===== config.mk =====
export PLATFORM = sky130hd
export DESIGN_NAME = alu_sequencer_flat
export DESIGN_NICKNAME = d
export VERILOG_FILES = /design/src/rtl/alu_seq_if.sv /design/src/rtl/alu_sequencer.sv /design/src/flat_wrapper.sv
export SDC_FILE = /design/constraint.sdc
export NUM_CORES = 1
export LEC_CHECK = 0
export ABC_AREA = 1
export CAP_MARGIN = 10
export CORE_UTILIZATION = 40
export DETAILED_ROUTE_END_ITERATION = 16
export GPL_TIMING_DRIVEN = 0
export PLACE_DENSITY_LB_ADDON = 0.05
export SLEW_MARGIN = 20
export SYNTH_ARGS = -nofsm -noshare
export SYNTH_HDL_FRONTEND = slang
export SYNTH_SLANG_ARGS = --single-unit

===== constraint.sdc =====
create_clock -name clk -period 1.6 [get_ports clk]
set_input_delay 0.24 -clock clk [delete_from_list [all_inputs] [get_ports clk]]
set_output_delay 0.24 -clock clk [all_outputs]
set_load 0.05 [all_outputs]

===== src/rtl/alu_seq_if.sv =====
// Handshake, memory-read and ALU-side signals of the ALU sequencer.
// The slave modport is the sequencer; the master modport is its environment.
interface alu_seq_if #(
   parameter int DATA_W = 16
);
   logic              cmd_valid;
   logic              cmd_ready;
   logic [3:0]        cmd_op;
   logic [11:0]       cmd_addr;
   logic              mem_rd;
   logic [11:0]       mem_addr;
   logic              mem_ack;
   logic [DATA_W-1:0] mem_data;
   logic [DATA_W-1:0] inpr;
   logic [6:0]        alu_sel;
   logic [DATA_W-1:0] alu_dr;
   logic [DATA_W:0]   alu_out;
   logic [DATA_W-1:0] ac;
   logic              e;
   logic              done;
   logic              err;

   modport master (
      output cmd_valid, cmd_op, cmd_addr, mem_ack, mem_data, inpr, alu_out,
      input  cmd_ready, mem_rd, mem_addr, alu_sel, alu_dr, ac, e, done, err
   );

   modport slave (
      input  cmd_valid, cmd_op, cmd_addr, mem_ack, mem_data, inpr, alu_out,
      output cmd_ready, mem_rd, mem_addr, alu_sel, alu_dr, ac, e, done, err
   );
endinterface


===== src/rtl/alu_sequencer.sv =====
// Multi-cycle controller for the hardwired CPU's add/logic unit: fetches a
// memory operand into DR when needed, fires the ALU select once, commits AC/E.
module alu_sequencer #(
   parameter int DATA_W = 16
) (
   input logic     clk,
   input logic     rst,
   alu_seq_if.slave bus
);
   typedef enum logic [1:0] {
      IDLE = 2'd0,
      RD   = 2'd1,
      EX   = 2'd2
   } state_t;

   state_t            state;
   state_t            state_nxt;
   logic [3:0]        op;
   logic [11:0]       addr;
   logic [DATA_W-1:0] dr;
   logic [DATA_W-1:0] ac;
   logic              e;
   logic              done;
   logic              err;
   logic              accept;
   logic [6:0]        sel;

   assign accept = (state == IDLE) && bus.cmd_valid;

   always_comb begin
      state_nxt = state;
      sel       = 7'b0000000;
      case (state)
         IDLE: begin
            if (bus.cmd_valid) begin
               state_nxt = (bus.cmd_op <= 4'd2) ? RD : EX;
            end
         end
         RD: begin
            if (bus.mem_ack) begin
               state_nxt = EX;
            end
         end
         EX: begin
            state_nxt = IDLE;
            case (op)
               4'd0:    sel = 7'b0000001;
               4'd1:    sel = 7'b0000010;
               4'd2:    sel = 7'b0000100;
               4'd3:    sel = 7'b0001000;
               4'd4:    sel = 7'b0010000;
               4'd5:    sel = 7'b0100000;
               4'd6:    sel = 7'b1000000;
               default: sel = 7'b0000000;
            endcase
         end
         default: state_nxt = IDLE;
      endcase
   end

   always_ff @(posedge clk) begin
      if (rst) begin
         state <= IDLE;
         op    <= 4'd0;
         addr  <= 12'd0;
         dr    <= '0;
         ac    <= '0;
         e     <= 1'b0;
         done  <= 1'b0;
         err   <= 1'b0;
      end else begin
         state <= state_nxt;
         done  <= 1'b0;
         err   <= 1'b0;
         if (accept) begin
            op   <= bus.cmd_op;
            addr <= bus.cmd_addr;
         end
         if (state == RD && bus.mem_ack) begin
            dr <= bus.mem_data;
         end
         // Commit on the edge that closes EX; done/err are visible in the following IDLE cycle.
         if (state == EX) begin
            done <= 1'b1;
            case (op)
               4'd0, 4'd2, 4'd3, 4'd4: ac <= bus.alu_out[DATA_W-1:0];
               4'd1, 4'd5, 4'd6: begin
                  ac <= bus.alu_out[DATA_W-1:0];
                  e  <= bus.alu_out[DATA_W];
               end
               4'd7:    ac  <= '0;
               4'd8:    e   <= 1'b0;
               4'd9:    e   <= ~e;
               4'd10:   ac  <= ac + DATA_W'(1);
               default: err <= 1'b1;
            endcase
         end
      end
   end

   assign bus.cmd_ready = (state == IDLE);
   assign bus.mem_rd    = (state == RD);
   assign bus.mem_addr  = addr;
   assign bus.alu_sel   = sel;
   assign bus.alu_dr    = dr;
   assign bus.ac        = ac;
   assign bus.e         = e;
   assign bus.done      = done;
   assign bus.err       = err;
endmodule


===== src/flat_wrapper.sv =====
// flat-port wrapper written by rule: the top's interface ports become plain ports
module alu_sequencer_flat 
#(
   parameter int DATA_W = 16
)
  (clk, rst, bus_cmd_valid, bus_cmd_op, bus_cmd_addr, bus_mem_ack, bus_mem_data, bus_inpr, bus_alu_out, bus_cmd_ready, bus_mem_rd, bus_mem_addr, bus_alu_sel, bus_alu_dr, bus_ac, bus_e, bus_done, bus_err);
  alu_seq_if #(.DATA_W(DATA_W)) bus_i ();
  input logic clk;
  input logic rst;
  input wire logic [$bits(bus_i.cmd_valid)-1:0] bus_cmd_valid;
  input wire logic [$bits(bus_i.cmd_op)-1:0] bus_cmd_op;
  input wire logic [$bits(bus_i.cmd_addr)-1:0] bus_cmd_addr;
  input wire logic [$bits(bus_i.mem_ack)-1:0] bus_mem_ack;
  input wire logic [$bits(bus_i.mem_data)-1:0] bus_mem_data;
  input wire logic [$bits(bus_i.inpr)-1:0] bus_inpr;
  input wire logic [$bits(bus_i.alu_out)-1:0] bus_alu_out;
  output wire logic [$bits(bus_i.cmd_ready)-1:0] bus_cmd_ready;
  output wire logic [$bits(bus_i.mem_rd)-1:0] bus_mem_rd;
  output wire logic [$bits(bus_i.mem_addr)-1:0] bus_mem_addr;
  output wire logic [$bits(bus_i.alu_sel)-1:0] bus_alu_sel;
  output wire logic [$bits(bus_i.alu_dr)-1:0] bus_alu_dr;
  output wire logic [$bits(bus_i.ac)-1:0] bus_ac;
  output wire logic [$bits(bus_i.e)-1:0] bus_e;
  output wire logic [$bits(bus_i.done)-1:0] bus_done;
  output wire logic [$bits(bus_i.err)-1:0] bus_err;
  assign bus_i.cmd_valid = bus_cmd_valid;
  assign bus_i.cmd_op = bus_cmd_op;
  assign bus_i.cmd_addr = bus_cmd_addr;
  assign bus_i.mem_ack = bus_mem_ack;
  assign bus_i.mem_data = bus_mem_data;
  assign bus_i.inpr = bus_inpr;
  assign bus_i.alu_out = bus_alu_out;
  assign bus_cmd_ready = bus_i.cmd_ready;
  assign bus_mem_rd = bus_i.mem_rd;
  assign bus_mem_addr = bus_i.mem_addr;
  assign bus_alu_sel = bus_i.alu_sel;
  assign bus_alu_dr = bus_i.alu_dr;
  assign bus_ac = bus_i.ac;
  assign bus_e = bus_i.e;
  assign bus_done = bus_i.done;
  assign bus_err = bus_i.err;
  alu_sequencer #(.DATA_W(DATA_W)) u_core (.clk(clk), .rst(rst), .bus(bus_i));
endmodule

==> results of run 1 <==
synthesized netlist by cell type:
library cell / number
a21o_1: 2
a21oi_1: 38
a21oi_4: 1
a31oi_1: 1
buf_1: 2
buf_2: 4
buf_6: 1
clkbuf_1: 9
clkinv_1: 1
dfxtp_1: 53
ha_1: 1
inv_1: 29
inv_2: 3
nand2_1: 55
nand2_2: 2
nand3_1: 42
nand4_1: 3
nor2_1: 81
nor2_2: 3
nor3_1: 3
nor4_1: 1
o21ai_0: 32
o21ai_1: 8
o21ai_2: 1
o21bai_1: 3
o31ai_1: 1
xor2_1: 1
worst min-delay path by stage:
stage	cells after the start	slack, ns	end
CTS	3	0.35	u_core.bus.alu_dr[0]
detailed placement	2	0.45	u_core.bus.alu_dr[0]
finish	3	0.35	u_core.bus.alu_dr[0]
global placement	2	0.45	u_core.bus.alu_dr[2]
floorplan	2	0.40	u_core.bus.ac[1]
global route	3	0.36	u_core.bus.alu_dr[3]
state kept, by name (all words and copies together), names as in the netlist:
signal               flops
u_core.bus.done          1
u_core.bus.mem_addr     12
u_core.state             2
u_core.bus.e             1
u_core.op                4
u_core.bus.alu_dr       16
u_core.bus.err           1
u_core.bus.ac           16
cell families after synthesis:
| family | after synthesis | synth area share [%] |
|---|---|---|
| simple gates | 190 | 31.21 |
| buf+inv | 49 | 7.741 |
| fa+ha+maj | 1 | 0.4930 |
| flops | 53 | 41.81 |
| xor+xnor | 1 | 0.3452 |
| compound gates | 87 | 18.39 |
through the flow:
step	cells	TNS, ns	util, %	total power [mW]
after floorplan	381	-0.07663	-	1.970
after global placement	563	-4.102	61.63	2.293
after detailed placement	563	-4.343	61.63	2.302
after CTS	570	-0.6884	61.96	3.025
after global routing	576	-0.4458	64.60	3.206
final	576	-0.03729	64.60	3.053
layout make-up:
type	count	area share (%)
Buffer	16	2.025
Clock buffer	6	2.122
Clock inverter	1	0.1929
Inverter	33	3.247
Multi-Input combinational cell	279	34.91
Sequential cell	53	27.55
Tap cell	75	2.411
Timing Repair Buffer	113	27.55
what timing repair did:
item | CTS | global route
resized for setup | 99 | 41
buffers inserted | 0 | 6
pin swaps | 0 | 4
endpoints found under the setup margin | 57 | 26
tightest hold or removal path, delay by kind of cell:
kind,cells,cell delay (ns)
simple gates,1,0.13
compound gates,1,0.06
buf+inv,1,0.18
metal layers:
metal  vias up  wire length (um)  track usage (%)
met4         0                82            5.439
met1      1288              3316            27.05
met3         8               572            5.556
li1       1492                 -                -
met5         -                 0                0
met2       105              3271            36.42
power by group through the flow:
stage | clock, mW | combinational (mW) | sequential (mW)
floorplan | 0 | 0.264 | 1.71
global placement | 0 | 0.796 | 1.50
detailed placement | 0 | 0.804 | 1.50
CTS | 0.797 | 0.763 | 1.47
global route | 0.849 | 0.876 | 1.48
finish | 0.773 | 0.811 | 1.47
==> reports/summary.txt, run 1 <==
Mapped Cells - 381
Critical path destination - bus_alu_sel[3]
RSZ-0062 raised after global routing - true
CP Depth - 4
H-tree depth - 2
# rows - 28
Vias/cell - 5.023
sw power - 1.013 mW
launch point of the worst path - u_core.state[0]
Hold Violations, Final - 0
Seq pwr share - 48.1%
Die H - 81.65 um
first-pass GRT wire length - 11,170 um
Chip Width - 81.65 um
Worst Hold Slack - 0.3508 ns
nets@finish - 571
commonest non-fill, non-tap cell in the layout - nor2_1
largest net degree at the start of global routing - 16
Mean Syn Cell Area - 6.660 um^2
syn_nets - 451
worst r2r src - u_core.op[2]
Top delay family on crit path - simple AND/OR/NAND/NOR gates
Sw Share - 33.17%
DPL Wire Length - 5271 um
mapped cell area - 2537 um^2
top post-synthesis cells by area - dfxtp_1 (42%), nor2_1 (12%), nand3_1 (8.3%), nand2_1 (8.1%), a21oi_1 (7.5%)
Pre-Repair DR Iteration Count - 4
Max-Cap Viols - 0
top cell type by total area after synthesis - dfxtp_1
fillers - 580
root buffer cell - clkbuf_8
Worst Setup Start Kind - flip-flop
Final min period - 1.626 ns
Tightest Pin Transition - 0.5257 ns
GRT overflow - 0
final setup violating endpoints - 2
failing checks - negative setup slack
Register Area - 1072 um^2
worst-path fanout max - 4
DR vias - 2,893
fin crit share - 101.6%
CTS hold repair buffers - 0
gpl congestion - 0.8751
Area Overhead vs Synth - 53.40%
count of different cell masters after synthesis - 27
sequential area share after synthesis - 41.81%
top-area cell type share of the netlist area - 41.81%
internal reg-to-reg setup slack - 0.06 ns
hold wc startpoint - bus_mem_ack
CTS sink cnt - 53
multi-input logic area - 1359 um^2
buffer and inverter count on the worst path - 1
outcome - complete, but fails checks
CORE AREA - 6026 um^2
clock buffer count from CTS - 5
Setup Skew - 0.006837 ns
Clk pwr share - 25.3%
worst skew pair latency - 0.30 ns
Max IR drop VDD - 0.6365 mV
Lkg Pwr - 1.733 nW
worst r2r path cells - 7
Initial Utilization - 42.11%
PD cells - 784.4 nW/um^2
worst slack at placement - -0.4652 ns
CTS Buffer Depth - 2
layout cells sized above 1 - 12.18%
#FFs+latches synth - 53
crit-path cells - nor2_4 > nand3_4 > nor3_4 > buf_6
Combinational Power Share - 26.6%
WS Path Type - flip-flop to primary output
final instance area - 3892 um^2
Top Ports - 125
Highest Clock Rate - 615.1 MHz
Worst-path clk slew - 0.09 ns
WP data required - 1.36 ns
antenna-violating nets left - 0
Crit. End Element - primary output
GRT Total Usage - 21.50%
most frequent cells in the layout - nor2_1 (72), nand2_1 (55), clkdlybuf4s50_1 (51)
reg2reg end - u_core.bus.ac[10]
Max Slew Vio Count - 0
TritonCTS clock tree - yes
Antenna Cells - 0
yosys warns - 0
crit path max-delay cell type - dfxtp_4
placed inst area - 3714 um^2
Iter 0 DRT Violations - 129
initial antenna violation count - 0
worst min-delay path category - input pin to flip-flop
final setup margin - -0.02562 ns
Arrival @ worst endpoint - 1.39 ns
number of port buffers - 107
number of global-route vias before repair - 2,465
final wirelength - 7243 um
Die Area - 6666 um^2
# DRC - 0
CP max stage delay - 0.37 ns
mean routed wirelength per cell - 12.57 um
internal power - 2.040 mW
Max-slew headroom - 65.09%
Power figures use the tool's default switching activity.
==> inputs of run 2 (changes only) <==
Settings changed: CORE_UTILIZATION 40 to 35.
==> reports/summary.txt, run 2 (same netlist as run 1, synthesis figures left out) <==
Max IR drop VDD - 0.4828 mV (-24%)
mean routed wirelength per cell - 12.25 um (-2.6%)
largest net degree at the start of global routing - 17 (+1)
Lkg Pwr - 1.722 nW (-0.66%)
final instance area - 3891 um^2 (about the same)
Seq pwr share - 47.9% (-0.2 points)
Chip Width - 87.15 um (+6.7%)
GRT Total Usage - 19.30% (-2.2 points)
PD cells - 789.0 nW/um^2 (+0.59%)
launch point of the worst path - u_core.state[1]
Antenna Cells - 0 (unchanged)
Worst Setup Start Kind - flip-flop
CTS Buffer Depth - 2 (unchanged)
Sw Share - 33.63% (+0.46 points)
DPL Wire Length - 5391 um (+2.3%)
root buffer cell - clkbuf_8
number of global-route vias before repair - 2,438 (-1.1%)
reg2reg end - u_core.bus.ac[9]
H-tree depth - 2 (unchanged)
worst-path fanout max - 5 (+1)
GRT overflow - 0 (unchanged)
Critical path destination - bus_alu_sel[3]
Crit. End Element - primary output
outcome - finished clean
# DRC - 0 (unchanged)
Vias/cell - 4.718 (-6.1%)
Arrival @ worst endpoint - 1.35 ns (-0.04 ns)
RSZ-0062 raised after global routing - true
Worst-path clk slew - 0.10 ns (about the same)
layout cells sized above 1 - 11.22% (-0.95 points)
antenna-violating nets left - 0 (unchanged)
Total Power - 3.070 mW (+0.56%)
CTS hold repair buffers - 0 (unchanged)
fin cells - 595 (+3.3%)
Max-Cap Viols - 0 (unchanged)
Hold Violations, Final - 0 (unchanged)
Register Area - 1072 um^2 (unchanged)
Layout Utilization - 56.34% (-8.3 points)
Final min period - 1.590 ns (-0.03539 ns)
final setup violating endpoints - 0 (-2)
Die Area - 7594 um^2 (+14%)
clock buffer count from CTS - 5 (unchanged)
Tightest Pin Transition - 0.5193 ns (-0.006420 ns)
final wirelength - 7290 um (+0.65%)
Area Overhead vs Synth - 53.35% (about the same)
internal power - 2.038 mW (-0.14%)
Highest Clock Rate - 628.8 MHz (+2.2%)
WS Path Type - flip-flop to primary output
CORE AREA - 6907 um^2 (+15%)
fin crit share - 99.39% (-2.2 points)
worst skew pair latency - 0.31 ns (about the same)
Die H - 87.15 um (+6.7%)
gpl congestion - 0.8417 (-3.8%)
Max Slew Vio Count - 0 (unchanged)
Max-slew headroom - 65.52% (+0.43 points)
Setup Skew - 0.004787 ns (-0.002050 ns)
nets@finish - 568 (-0.53%)
multi-input logic area - 1354 um^2 (-0.37%)
Initial Utilization - 36.74% (-5.4 points)
Top Ports - 125 (unchanged)
fillers - 713 (+23%)
worst min-delay path category - input pin to flip-flop
most frequent cells in the layout - nor2_1 (74), nand2_1 (55), clkdlybuf4s50_1 (51)
commonest non-fill, non-tap cell in the layout - nor2_1
placed inst area - 3740 um^2 (+0.71%)
TritonCTS clock tree - yes
Clk pwr share - 26.4% (+1.1 points)
first-pass GRT wire length - 11,570 um (+3.6%)
DR vias - 2,807 (-3.0%)
# rows - 30 (+7.1%)
Pre-Repair DR Iteration Count - 4 (unchanged)
number of port buffers - 107 (unchanged)
internal reg-to-reg setup slack - 0.12 ns (+0.06 ns)
worst r2r path cells - 7 (unchanged)
Inst Count DP - 584 (+3.7%)
worst r2r src - u_core.op[1]
Iter 0 DRT Violations - 117 (-9.3%)
initial antenna violation count - 0 (unchanged)
WP data required - 1.36 ns (about the same)
CTS sink cnt - 53 (unchanged)
Combinational Power Share - 25.7% (-0.9 points)
sw power - 1.033 mW (+2.0%)
==> run 2: how the worst min path moves through the flow <==
stage | from | endpoint | depth (start not counted)
after floorplan | bus_alu_out[1] | u_core.bus.ac[1] | 2
after global placement | u_core.bus.alu_dr[5] | u_core.bus.alu_dr[5] | 2
after detailed placement | u_core.bus.alu_dr[1] | u_core.bus.alu_dr[1] | 2
after CTS | bus_mem_ack | u_core.bus.alu_dr[5] | 3
after global routing | bus_mem_ack | u_core.bus.alu_dr[4] | 3
final | bus_mem_ack | u_core.bus.alu_dr[5] | 3
==> run 2: power by group through the flow <==
stage | clock network (mW) | registers [mW] | logic (mW)
finish | 0.810 | 1.47 | 0.790
global route | 0.886 | 1.48 | 0.855
CTS | 0.843 | 1.47 | 0.770
detailed placement | 0 | 1.50 | 0.805
global placement | 0 | 1.50 | 0.801
floorplan | 0 | 1.71 | 0.264
==> run 2: cell type report <==
| type | instances | share of cell area (%) |
|---|---|---|
| Buffer | 16 | 2.026 |
| Inverter | 33 | 3.248 |
| Tap cell | 96 | 3.087 |
| Sequential cell | 53 | 27.56 |
| Multi-Input combinational cell | 279 | 34.79 |
| Clock inverter | 2 | 0.3537 |
| Clock buffer | 6 | 2.122 |
| Timing Repair Buffer | 110 | 26.82 |
==> run 2: worst max-delay path, stage by stage, from the launching register on <==
cell and delay [ns]:
dfxtp_2 0.36, inv_2 0.05, nor2_4 0.18, nand3_4 0.13
nor3_4 0.14, buf_6 0.18
==> run 2: routing by layer <==
metal | GRT usage, % | vias to the layer above | share of wire [%]
met5 | 0 | - | 0
met4 | 4.918 | 0 | 0.99
met3 | 4.265 | 6 | 5.7
met2 | 32.00 | 78 | 46
met1 | 25.47 | 1243 | 48
li1 | - | 1480 | -
==> run 2: repair_timing <==
item,in CTS,in global routing
gates resized for setup,108,31
endpoints found under the setup margin,56,26
setup buffers,0,3
pin swaps,0,3
==> run 2: per-stage QoR <==
step	hold slack (ns)	setup slack [ns]	TNS, ns
6_report	0.3431	0.009760	0
5_1_grt	0.3762	-0.07277	-0.3487
4_1_cts	0.3426	-0.03452	-0.03693
3_5_place_dp	0.4535	-0.5079	-4.491
3_3_place_gp	0.4475	-0.4850	-4.315
2_1_floorplan	0.3979	-0.02554	-0.07663
